==> config.mk <==
export PLATFORM = sky130hd
export DESIGN_NAME = prime_search_ctrl
export DESIGN_NICKNAME = d
export VERILOG_FILES = /design/src/rtl/prime_search_ctrl.sv
export SDC_FILE = /design/constraint.sdc
export NUM_CORES = 1
export LEC_CHECK = 0
export CAP_MARGIN = 15
export CORE_UTILIZATION = 54
export DETAILED_ROUTE_END_ITERATION = 12
export GPL_TIMING_DRIVEN = 0
export PLACE_DENSITY = 0.86
export SLEW_MARGIN = 20
export SYNTH_ARGS = -nofsm -noshare
export SYNTH_HDL_FRONTEND = slang
export SYNTH_SLANG_ARGS = --single-unit
==> constraint.sdc <==
create_clock -name clk -period 4.85 [get_ports clk]
set_input_delay 0.7275 -clock clk [delete_from_list [all_inputs] [get_ports clk]]
set_output_delay 0.7275 -clock clk [all_outputs]
set_load 0.005 [all_outputs]
==> src/rtl/prime_search_ctrl.sv <==
// prime_search_ctrl: sequencer for the prime-search datapath.
// Sweeps a candidate from FIRST up to a latched limit. Each candidate goes to
// an external checker, and every prime is written to the result RAM. The sweep
// stops at the limit or when the RAM is full. The unit then cycles the RAM read
// address for the display stage.
//
// Checker handshake: chk_start is a one-cycle request and chk_value is held
// stable until the reply. The reply is valid in any cycle after the request
// where chk_done=1, and chk_prime is meaningful only in that cycle. A chk_done
// seen in the request cycle itself is not a reply and is dropped.
module prime_search_ctrl #(
  parameter int DATA_W = 8,
  parameter int ADDR_W = 5,
  parameter int FIRST  = 2
) (
  input  logic              clk,
  input  logic              reset_n,
  input  logic              go_btn,
  input  logic              abort,
  input  logic [DATA_W-1:0] limit,
  output logic              chk_start,
  output logic [DATA_W-1:0] chk_value,
  input  logic              chk_done,
  input  logic              chk_prime,
  output logic              we,
  output logic [ADDR_W-1:0] waddr,
  output logic [DATA_W-1:0] wdata,
  output logic [ADDR_W-1:0] raddr,
  output logic              sel,
  output logic [ADDR_W:0]   count,
  output logic              busy,
  output logic              full,
  input  logic              disp_tick,
  output logic [2:0]        dbg_state_o
);

  typedef enum logic [2:0] {
    S_IDLE    = 3'd0,
    S_LAUNCH  = 3'd1,
    S_WAIT    = 3'd2,
    S_STORE   = 3'd3,
    S_NEXT    = 3'd4,
    S_DISPLAY = 3'd5
  } state_t;

  localparam logic [DATA_W-1:0] FIRST_V  = DATA_W'(FIRST);
  localparam logic [ADDR_W:0]   DEPTH_V  = {1'b1, {ADDR_W{1'b0}}};
  localparam logic [ADDR_W:0]   CNT_ONE  = {{ADDR_W{1'b0}}, 1'b1};
  localparam logic [ADDR_W-1:0] ADDR_ONE = {{(ADDR_W-1){1'b0}}, 1'b1};
  localparam logic [DATA_W-1:0] DATA_ONE = {{(DATA_W-1){1'b0}}, 1'b1};

  state_t              state_q, state_d;
  logic                go_s_q, go_d_q;
  logic [DATA_W-1:0]   limit_q, limit_d;
  logic [DATA_W-1:0]   chk_value_q, chk_value_d;
  logic [ADDR_W-1:0]   waddr_q, waddr_d;
  logic [ADDR_W-1:0]   raddr_q, raddr_d;
  logic [ADDR_W:0]     count_q, count_d;
  logic                full_q, full_d;

  logic                go_edge;
  logic                start_run;
  logic [ADDR_W:0]     count_inc;
  logic [ADDR_W:0]     count_m1;

  // Rising edge of the registered button. Both stages reset high, so a button
  // already held at reset release never counts as an edge.
  assign go_edge   = go_s_q & ~go_d_q;
  assign count_inc = count_q + CNT_ONE;
  assign count_m1  = count_q - CNT_ONE;

  // A go edge is honoured only when idle or displaying, and abort beats it.
  assign start_run = go_edge && !abort &&
                     ((state_q == S_IDLE) || (state_q == S_DISPLAY));

  // State register.
  always_ff @(posedge clk or negedge reset_n) begin
    if (!reset_n) begin
      state_q <= S_IDLE;
    end else begin
      state_q <= state_d;
    end
  end

  // Datapath registers: button synchroniser, limit, candidate, addresses, count.
  always_ff @(posedge clk or negedge reset_n) begin
    if (!reset_n) begin
      go_s_q      <= 1'b1;
      go_d_q      <= 1'b1;
      limit_q     <= '0;
      chk_value_q <= FIRST_V;
      waddr_q     <= '0;
      raddr_q     <= '0;
      count_q     <= '0;
      full_q      <= 1'b0;
    end else begin
      go_s_q      <= go_btn;
      go_d_q      <= go_s_q;
      limit_q     <= limit_d;
      chk_value_q <= chk_value_d;
      waddr_q     <= waddr_d;
      raddr_q     <= raddr_d;
      count_q     <= count_d;
      full_q      <= full_d;
    end
  end

  // Next-state and datapath update; a new run overrides the display step.
  always_comb begin
    state_d     = state_q;
    limit_d     = limit_q;
    chk_value_d = chk_value_q;
    waddr_d     = waddr_q;
    raddr_d     = raddr_q;
    count_d     = count_q;
    full_d      = full_q;

    if (abort) begin
      // Back to idle; results so far (count, full, RAM) are kept.
      state_d = S_IDLE;
    end else begin
      case (state_q)
        S_IDLE: begin
          state_d = S_IDLE;
        end
        S_LAUNCH: begin
          state_d = S_WAIT;
        end
        S_WAIT: begin
          if (chk_done) begin
            state_d = chk_prime ? S_STORE : S_NEXT;
          end
        end
        S_STORE: begin
          count_d = count_inc;
          waddr_d = waddr_q + ADDR_ONE;
          if (count_inc == DEPTH_V) begin
            full_d  = 1'b1;
            state_d = S_DISPLAY;
          end else begin
            state_d = S_NEXT;
          end
        end
        S_NEXT: begin
          if (chk_value_q == limit_q) begin
            state_d = S_DISPLAY;
          end else begin
            chk_value_d = chk_value_q + DATA_ONE;
            state_d     = S_LAUNCH;
          end
        end
        S_DISPLAY: begin
          if (disp_tick) begin
            if (count_q == '0) begin
              raddr_d = '0;
            end else if ({1'b0, raddr_q} == count_m1) begin
              raddr_d = '0;
            end else begin
              raddr_d = raddr_q + ADDR_ONE;
            end
          end
        end
        default: begin
          state_d = S_IDLE;
        end
      endcase
    end

    if (start_run) begin
      limit_d     = limit;
      count_d     = '0;
      waddr_d     = '0;
      raddr_d     = '0;
      full_d      = 1'b0;
      chk_value_d = FIRST_V;
      state_d     = (limit < FIRST_V) ? S_DISPLAY : S_LAUNCH;
    end
  end

  // Outputs are registers or pure state decodes.
  assign chk_start   = (state_q == S_LAUNCH);
  assign we          = (state_q == S_STORE);
  assign sel         = (state_q == S_DISPLAY);
  assign busy        = (state_q == S_LAUNCH) || (state_q == S_WAIT) ||
                       (state_q == S_STORE)  || (state_q == S_NEXT);
  assign chk_value   = chk_value_q;
  assign wdata       = chk_value_q;
  assign waddr       = waddr_q;
  assign raddr       = raddr_q;
  assign count       = count_q;
  assign full        = full_q;
  assign dbg_state_o = state_q;

endmodule
==> results by group, run 1 <==
Run status
  • Status: complete, no violations

Worst setup path
  • Crit-path max FO: 10
  • Crit path launch type: flip-flop
  • Worst path max stage delay: between 0.4 and 0.5 ns
  • Delay-heaviest family, CP: buffers and inverters
  • CP Cell Sequence: buf_4 > nand2b_4 > or2_4 > inv_1 > clkdlybuf4s50_1
  • CP endpoint kind: primary output
  • Reg-to-reg slack, setup: roughly 2.6 ns
  • CP required: 4.12 ns
  • CP Class: reg -> out
  • Crit path buffers/inverters: 3
  • Highest-delay cell along the critical path: clkdlybuf4s50_1
  • Worst Path Arrival: about 1.9 ns

STA
  • Skew final: ~0.003 ns
  • Pins Over Slew Limit: 0
  • Tmin final: between 2 and 3 ns
  • Worst-margin pin slew: between 0.5 and 0.6 ns
  • Final worst slack: 2.24 ns
  • Share of the cycle needed by the critical path after routing: ~54%
  • Final Hold Viols: 0
  • F_max: ~380 MHz
  • Hold Slack: around 0.31 ns
  • Rel. slew slack: around two thirds
  • Final Setup Violations: 0
  • RSZ-0062 raised after global routing: no
  • Total Negative Setup Slacks: 0 ns

Floorplan
  • Die area: roughly 0.0046 mm²
  • Die width: between 60 and 70 µm
  • Starting Density: between 50% and 60%
  • Row cnt: 23
  • Ports: between 50 and 60
  • Core area: around 0.0041 mm²
  • Height of the die: a little under 70 µm

Synthesis
  • Adder-Cell Fraction of Synth Area: 3.76%
  • Main combinational cell family by area after synthesis: simple AND/OR/NAND/NOR gates
  • Async SR Flop Fraction: 100%
  • Post-synth EDFFs: 0
  • Yosys cell types: 55
  • Cells after Synth: between 200 and 250
  • Most used DFF post-synth: dfrtp_1
  • Post-synthesis mux area share: ~4.3%
  • Post-synthesis compound-gate area fraction: roughly 13%
  • Synthesized area: 0.00233 mm²
  • Synth Warn #: 0
  • Simple-gate share of the synthesized area: 20.4%
  • Syn Area/Cell: 10.1 µm²
  • Syn nets: roughly 250
  • Post-Synth XOR/XNOR Area: between 10% and 20%
  • Seq/Total Area, Yosys: around 41%
  • Seq cells post-synth: 38

Drt
  • DRT Pass-1 Iters: 4
  • DRC: 0
  • Post-DRT Antenna Nets: 0
  • Vias per cell: 5.56
  • Final WL: between 5000 and 6000 µm
  • Vias: between 1.5k and 2k
  • 1st-iter DRT viols: 99
  • Metal3 WL: 210 µm
  • WL/cell: ~15 µm
  • Highest routed metal layer: met4
  • Met1 wire length: approximately 2400 µm
  • Met2 WL: between 2000 and 2500 µm

Clock tree
  • # H-tree levels: 2
  • Clk slew on worst S/H paths: roughly 0.070 ns
  • # clock sinks: 38
  • CTS tree: built
  • CTS resizes: 0
  • TritonCTS Buffers: 5
  • Clk Latency, worst-skew pair: 0.29 ns
  • Setup Buffers After CTS: 0
  • Clk buf depth: 2
  • Hold_buf cts: 0
  • CTS root buf: clkbuf_8

Final layout
  • Layout overhead on the synthesized area: 30.0%
  • Filler cell count: approximately 320
  • Diode count: 0
  • Area occupied by multi-input gates: 0.00120 mm²
  • FF/Latch Area: ~950 µm²
  • NumNets Final: about 310
  • Post-route insts no fill: 343
  • Share of cells above drive strength 1: around 18%

Place
  • Setup WS pre-CTS: 2.56 ns
  • Dpl cells: around 340
  • HPWL Detailed: 3720 µm
  • PortBufs: 53
  • Final Wtd Congestion: between 0.8 and 0.9

Power and ir drop
  • Pwr Density: between 200 and 250 mW/mm²
  • Peak VDD IR: ~0.21 mV
  • Final Power: 745 µW
  • Static leakage power: 0.00132 µW

Global route
  • Vias in the first global route: 1774
  • First-pass GRT wire length: slightly above 8000 µm
  • Antenna violations before repair: 0
  • GRT Total Usage: about a quarter
  • Grt ovf: 0
  • Largest net degree at the start of global routing: 28

Job
  • Max-Cap Viols: 0

Worst hold path
  • Worst hold path type: in -> async
[area by class of cell]
| type | instances | share of cell area (%) |
|---|---|---|
| well taps | 50 | 2.06 |
| plain buffers | 19 | 4.87 |
| clock buffers | 7 | 2.85 |
| inverters | 7 | 0.867 |
| flip-flops and latches | 38 | 31.5 |
| clock inverters | 1 | 0.165 |
| multi-input cells | 167 | 39.7 |
| repair buffers | 54 | 18.0 |
[synthesized netlist by cell type (3+ instances only)]
cell type / n / area (µm²)
nand3_1: 5 / 25.0
and3_1: 5 / 31.3
nand2_1: 9 / 33.8
ha_1: 7 / 87.6
nor2_1: 24 / 90.1
inv_1: 7 / 26.3
mux2_2: 8 / 90.1
nor3_1: 8 / 40.0
nand2b_1: 5 / 31.3
buf_6: 5 / 56.3
o2bb2ai_1: 3 / 26.3
a21oi_1: 7 / 35.0
dfstp_2: 3 / 78.8
dfrtp_1: 35 / 876
o21ai_0: 12 / 60.1
buf_4: 9 / 67.6
xnor2_1: 18 / 158
xor2_1: 9 / 78.8
nand4_1: 7 / 43.8
[registers in the layout (all words and copies together) (netlist names)]
name / cells
full: 1
limit_q: 8
count: 6
waddr: 5
chk_value: 8
go_s_q: 1
go_d_q: 1
raddr: 5
dbg_state_o: 3
[worst paths after layout]
check,to,cells after the start,start
worst min register to register,go_d_q,0,go_s_q
worst max register to register,raddr[3],8,count[0]
worst max-delay path,we,5,dbg_state_o[2]
min in group clk,go_d_q,0,go_s_q
worst min-delay path,limit_q[2],1,reset_n
max in group asynchronous,go_d_q,2,reset_n
[cell families (layout without fill, tap and decap cells)]
| kind of cell | count (synthesis) | after routing |
|---|---|---|
| XOR/XNOR | 27 | 27 |
| multiplexers | 9 | 9 |
| AO/OA/AOI/OAI | 43 | 43 |
| buffers and inverters | 26 | 88 |
| adder cells (fa/ha/maj) | 7 | 7 |
| flip-flops | 38 | 38 |
| AND/OR/NAND/NOR | 81 | 81 |
[metal layers]
| metal | global-route usage, % | vias up |
|---|---|---|
| li1 | - | 921 |
| met2 | 38.0 | 50 |
| met4 | 9.84 | 0 |
| met3 | 6.25 | 11 |
| met5 | 0 | - |
| met1 | 31.6 | 926 |
[layout by cell type (no fill, tap or decap), drive strengths merged, types with 3 or more instances in the layout]
| cell | synthesis | routed |
|---|---|---|
| inv | 7 | 7 |
| nand4 | 7 | 7 |
| dfstp | 3 | 3 |
| nand2b | 7 | 7 |
| o2bb2ai | 3 | 3 |
| nor4 | 3 | 3 |
| and3 | 6 | 6 |
| a21oi | 7 | 7 |
| xnor2 | 18 | 18 |
| buf | 16 | 18 |
| nor2 | 27 | 27 |
| nor3 | 9 | 9 |
| ha | 7 | 7 |
| clkdlybuf4s50 | 0 | 52 |
| nand3 | 6 | 6 |
| xor2 | 9 | 9 |
| dfrtp | 35 | 35 |
| mux2 | 8 | 8 |
| o21ai | 14 | 14 |
| clkbuf | 3 | 10 |
| nand2 | 9 | 9 |
[report_power, final]
part           switching (µW)  internal, µW
clock network             110           115
registers                26.4           345
logic                    62.8          85.9
[through the flow]
step                      instance area [µm²]  util, %
after floorplan                          2330        -
after global placement                   2920     71.6
after detailed placement                 2940     71.9
after CTS                                3030     74.2
after global routing                     3030     74.2
final                                    3030     74.2
[worst register-to-register path, delay by kind of cell, from the launching register on]
kind                       cells  cell delay (ns)
buffers and inverters          1             0.12
adders and majority gates      1             0.27
DFF                            1             0.58
AOI/OAI and AO/OA              6             1.16
Power figures use the tool's default switching activity.
==> run 2: changes to the inputs <==
--- a/config.mk
+++ b/config.mk
@@ -6,10 +6,10 @@
 export NUM_CORES = 1
 export LEC_CHECK = 0
 export CAP_MARGIN = 15
-export CORE_UTILIZATION = 54
+export CORE_UTILIZATION = 50
 export DETAILED_ROUTE_END_ITERATION = 12
 export GPL_TIMING_DRIVEN = 0
-export PLACE_DENSITY = 0.86
+export PLACE_DENSITY = 0.8
 export SLEW_MARGIN = 20
 export SYNTH_ARGS = -nofsm -noshare
 export SYNTH_HDL_FRONTEND = slang
==> constraint.sdc (replaced) <==
create_clock -name clk -period 2.5 [get_ports clk]
set_input_delay 0.375 -clock clk [delete_from_list [all_inputs] [get_ports clk]]
set_output_delay 0.375 -clock clk [all_outputs]
set_load 0.005 [all_outputs]
==> results by group, run 2 (synthesized netlist as in run 1, its figures left out) <==
Place
  • HPWL Detailed: roughly 3800 µm
  • Dpl cells: 337
  • Final Wtd Congestion: approximately 0.83
  • PortBufs: 53
  • Placed inst area: roughly 0.0029 mm²

Worst setup path
  • Worst path max stage delay: around 0.50 ns
  • CP Class: reg -> out
  • Delay-heaviest family, CP: buffers and inverters
  • Worst Path Arrival: between 1.5 and 2 ns
  • Crit-path max FO: 10
  • CP endpoint kind: primary output
  • Worst reg2reg path depth: 8
  • Highest-delay cell along the critical path: clkdlybuf4s50_1
  • CP Cell Sequence: buf_4 > nand2b_4 > or2_4 > inv_1 > clkdlybuf4s50_1
  • Worst setup path startpoint: dbg_state_o[2]
  • Number of stages on the worst setup path: 5
  • Reg-to-reg slack, setup: 0.35 ns
  • Reg2reg end: raddr[4]
  • Setup crit end: we
  • R2R Path Start: count[0]
  • Crit path launch type: flip-flop
  • Crit path buffers/inverters: 3
  • CP required: between 2 and 2.5 ns

STA
  • Final Hold Viols: 0
  • Skew final: about 0.0079 ns
  • Total Negative Setup Slacks: 0 ns
  • Rel. slew slack: about 62%
  • Pins Over Slew Limit: 0
  • Worst-margin pin slew: about 0.56 ns
  • Tmin final: between 2 and 2.5 ns
  • F_max: around 440 MHz
  • Share of the cycle needed by the critical path after routing: about nine tenths
  • Final Setup Violations: 0
  • RSZ-0062 raised after global routing: no
  • Hold Slack: between 0.3 and 0.4 ns

Drt
  • DRC: 0
  • Vias: approximately 1.9k
  • WL/cell: 14.5 µm
  • Final WL: 5030 µm
  • DRT Pass-1 Iters: 4
  • Post-DRT Antenna Nets: 0
  • Vias per cell: 5.45
  • 1st-iter DRT viols: about 190

Final layout
  • NumNets Final: 315
  • Commonest non-fill, non-tap cell in the layout: clkdlybuf4s50_1
  • Layout overhead on the synthesized area: 30.7%
  • Diode count: 0
  • Commonest non-fill, non-tap cells in the layout: 52 x clkdlybuf4s50_1, 35 x dfrtp_1, 24 x nor2_1
  • Post-route insts no fill: 346
  • Share of cells above drive strength 1: approximately 18%
  • Non-Filler Cell Area, Final: 0.00305 mm²

Floorplan
  • Ports: 55
  • Core area: about 0.0044 mm²
  • Height of the die: around 70 µm
  • Die width: 70.3 µm
  • Die area: just under 0.005 mm²
  • Starting Density: a little over half
  • Row cnt: 24

Clock tree
  • TritonCTS Buffers: 5
  • CTS resizes: 0
  • CTS tree: built
  • # H-tree levels: 2
  • Clk slew on worst S/H paths: about 0.080 ns
  • # clock sinks: 38
  • Clk Latency, worst-skew pair: about 0.29 ns
  • CTS root buf: clkbuf_8
  • Clk buf depth: 2

Global route
  • Antenna violations before repair: 0
  • Grt ovf: 0
  • First-pass GRT wire length: about 8500 µm
  • Vias in the first global route: 1815
  • Largest net degree at the start of global routing: 32
  • GRT Total Usage: a little over a fifth

Run status
  • Status: complete, no violations

Power and ir drop
  • Pwr Density: between 400 and 500 mW/mm²
  • Static leakage power: 0.00132 µW
  • Peak VDD IR: approximately 0.44 mV

Job
  • Max-Cap Viols: 0

Worst hold path
  • Worst hold path type: in -> reg
-- run 2: metrics by stage --
stage	worst slack (ns)	total power [µW]	utilization (%)
3_5_place_dp	0.358	1020	66.6
2_1_floorplan	0.590	893	-
3_3_place_gp	0.131	1010	66.3
6_report	0.216	1450	69.0
4_1_cts	0.199	1470	69.0
5_1_grt	0.143	1530	69.0
-- run 2: cell type report --
type / count / area (µm²)
multi-input cells: 167 / 1200
clock buffers: 6 / 82.6
fillers: 344 / 1370
plain buffers: 19 / 148
inverters: 7 / 26.3
flip-flops and latches: 38 / 955
well taps: 52 / 65.1
repair buffers: 55 / 556
clock inverters: 2 / 12.5
-- run 2: timing repair --
item | CTS | global route
hold buffers | 1 | 0
setup buffers | 0 | 0
endpoints found under the hold margin | 7 | 0
setup endpoints to repair | 0 | 0
-- run 2: power breakdown --
group          internal (µW)  switching (µW)  leakage (µW)
Sequential               669            53.6      0.000502
Combinational            168             117      0.000772
Clock                    222             224     0.0000472
Total                   1060             394       0.00132
-- run 2: worst register-to-register path: stages, from the launching register on --
cell       delay [ns]
dfrtp_1          0.54
inv_1            0.12
ha_1             0.27
o21ba_2          0.22
a221oi_1         0.29
a41oi_1          0.10
o21ai_2          0.24
o21ai_0          0.14
o2bb2ai_1        0.14
-- run 2: metal layers --
| layer | wire length (µm) | GRT usage (%) | up-vias | share of wire [%] |
|---|---|---|---|---|
| li1 | - | - | 923 | - |
| met1 | 2160 | 27.1 | 903 | 43 |
| met2 | 2580 | 37.6 | 52 | 51 |
| met3 | 236 | 4.91 | 6 | 4.7 |
| met4 | 64 | 7.33 | 0 | 1.3 |
| met5 | 0 | 0 | - | 0 |
-- run 2: worst min-delay path by stage --
stage,from,end,slack [ns],cells past startpoint
after floorplan,reset_n,chk_value[0],0.08,0
after global placement,go_s_q,go_d_q,0.36,0
after detailed placement,reset_n,raddr[2],0.24,1
after CTS,abort,dbg_state_o[0],0.32,2
after global routing,abort,dbg_state_o[0],0.33,2
final,abort,dbg_state_o[0],0.32,2
==> run 3: changes to the inputs <==
--- a/config.mk
+++ b/config.mk
@@ -7,8 +7,10 @@
 export LEC_CHECK = 0
 export CAP_MARGIN = 15
 export CORE_UTILIZATION = 50
+export CTS_CLUSTER_DIAMETER = 120
 export DETAILED_ROUTE_END_ITERATION = 12
 export GPL_TIMING_DRIVEN = 0
+export HOLD_SLACK_MARGIN = 0.06
 export PLACE_DENSITY = 0.8
 export SLEW_MARGIN = 20
 export SYNTH_ARGS = -nofsm -noshare
==> results of run 3 <==
Same layout as run 2: the final DEF is identical, and so are final timing and power.
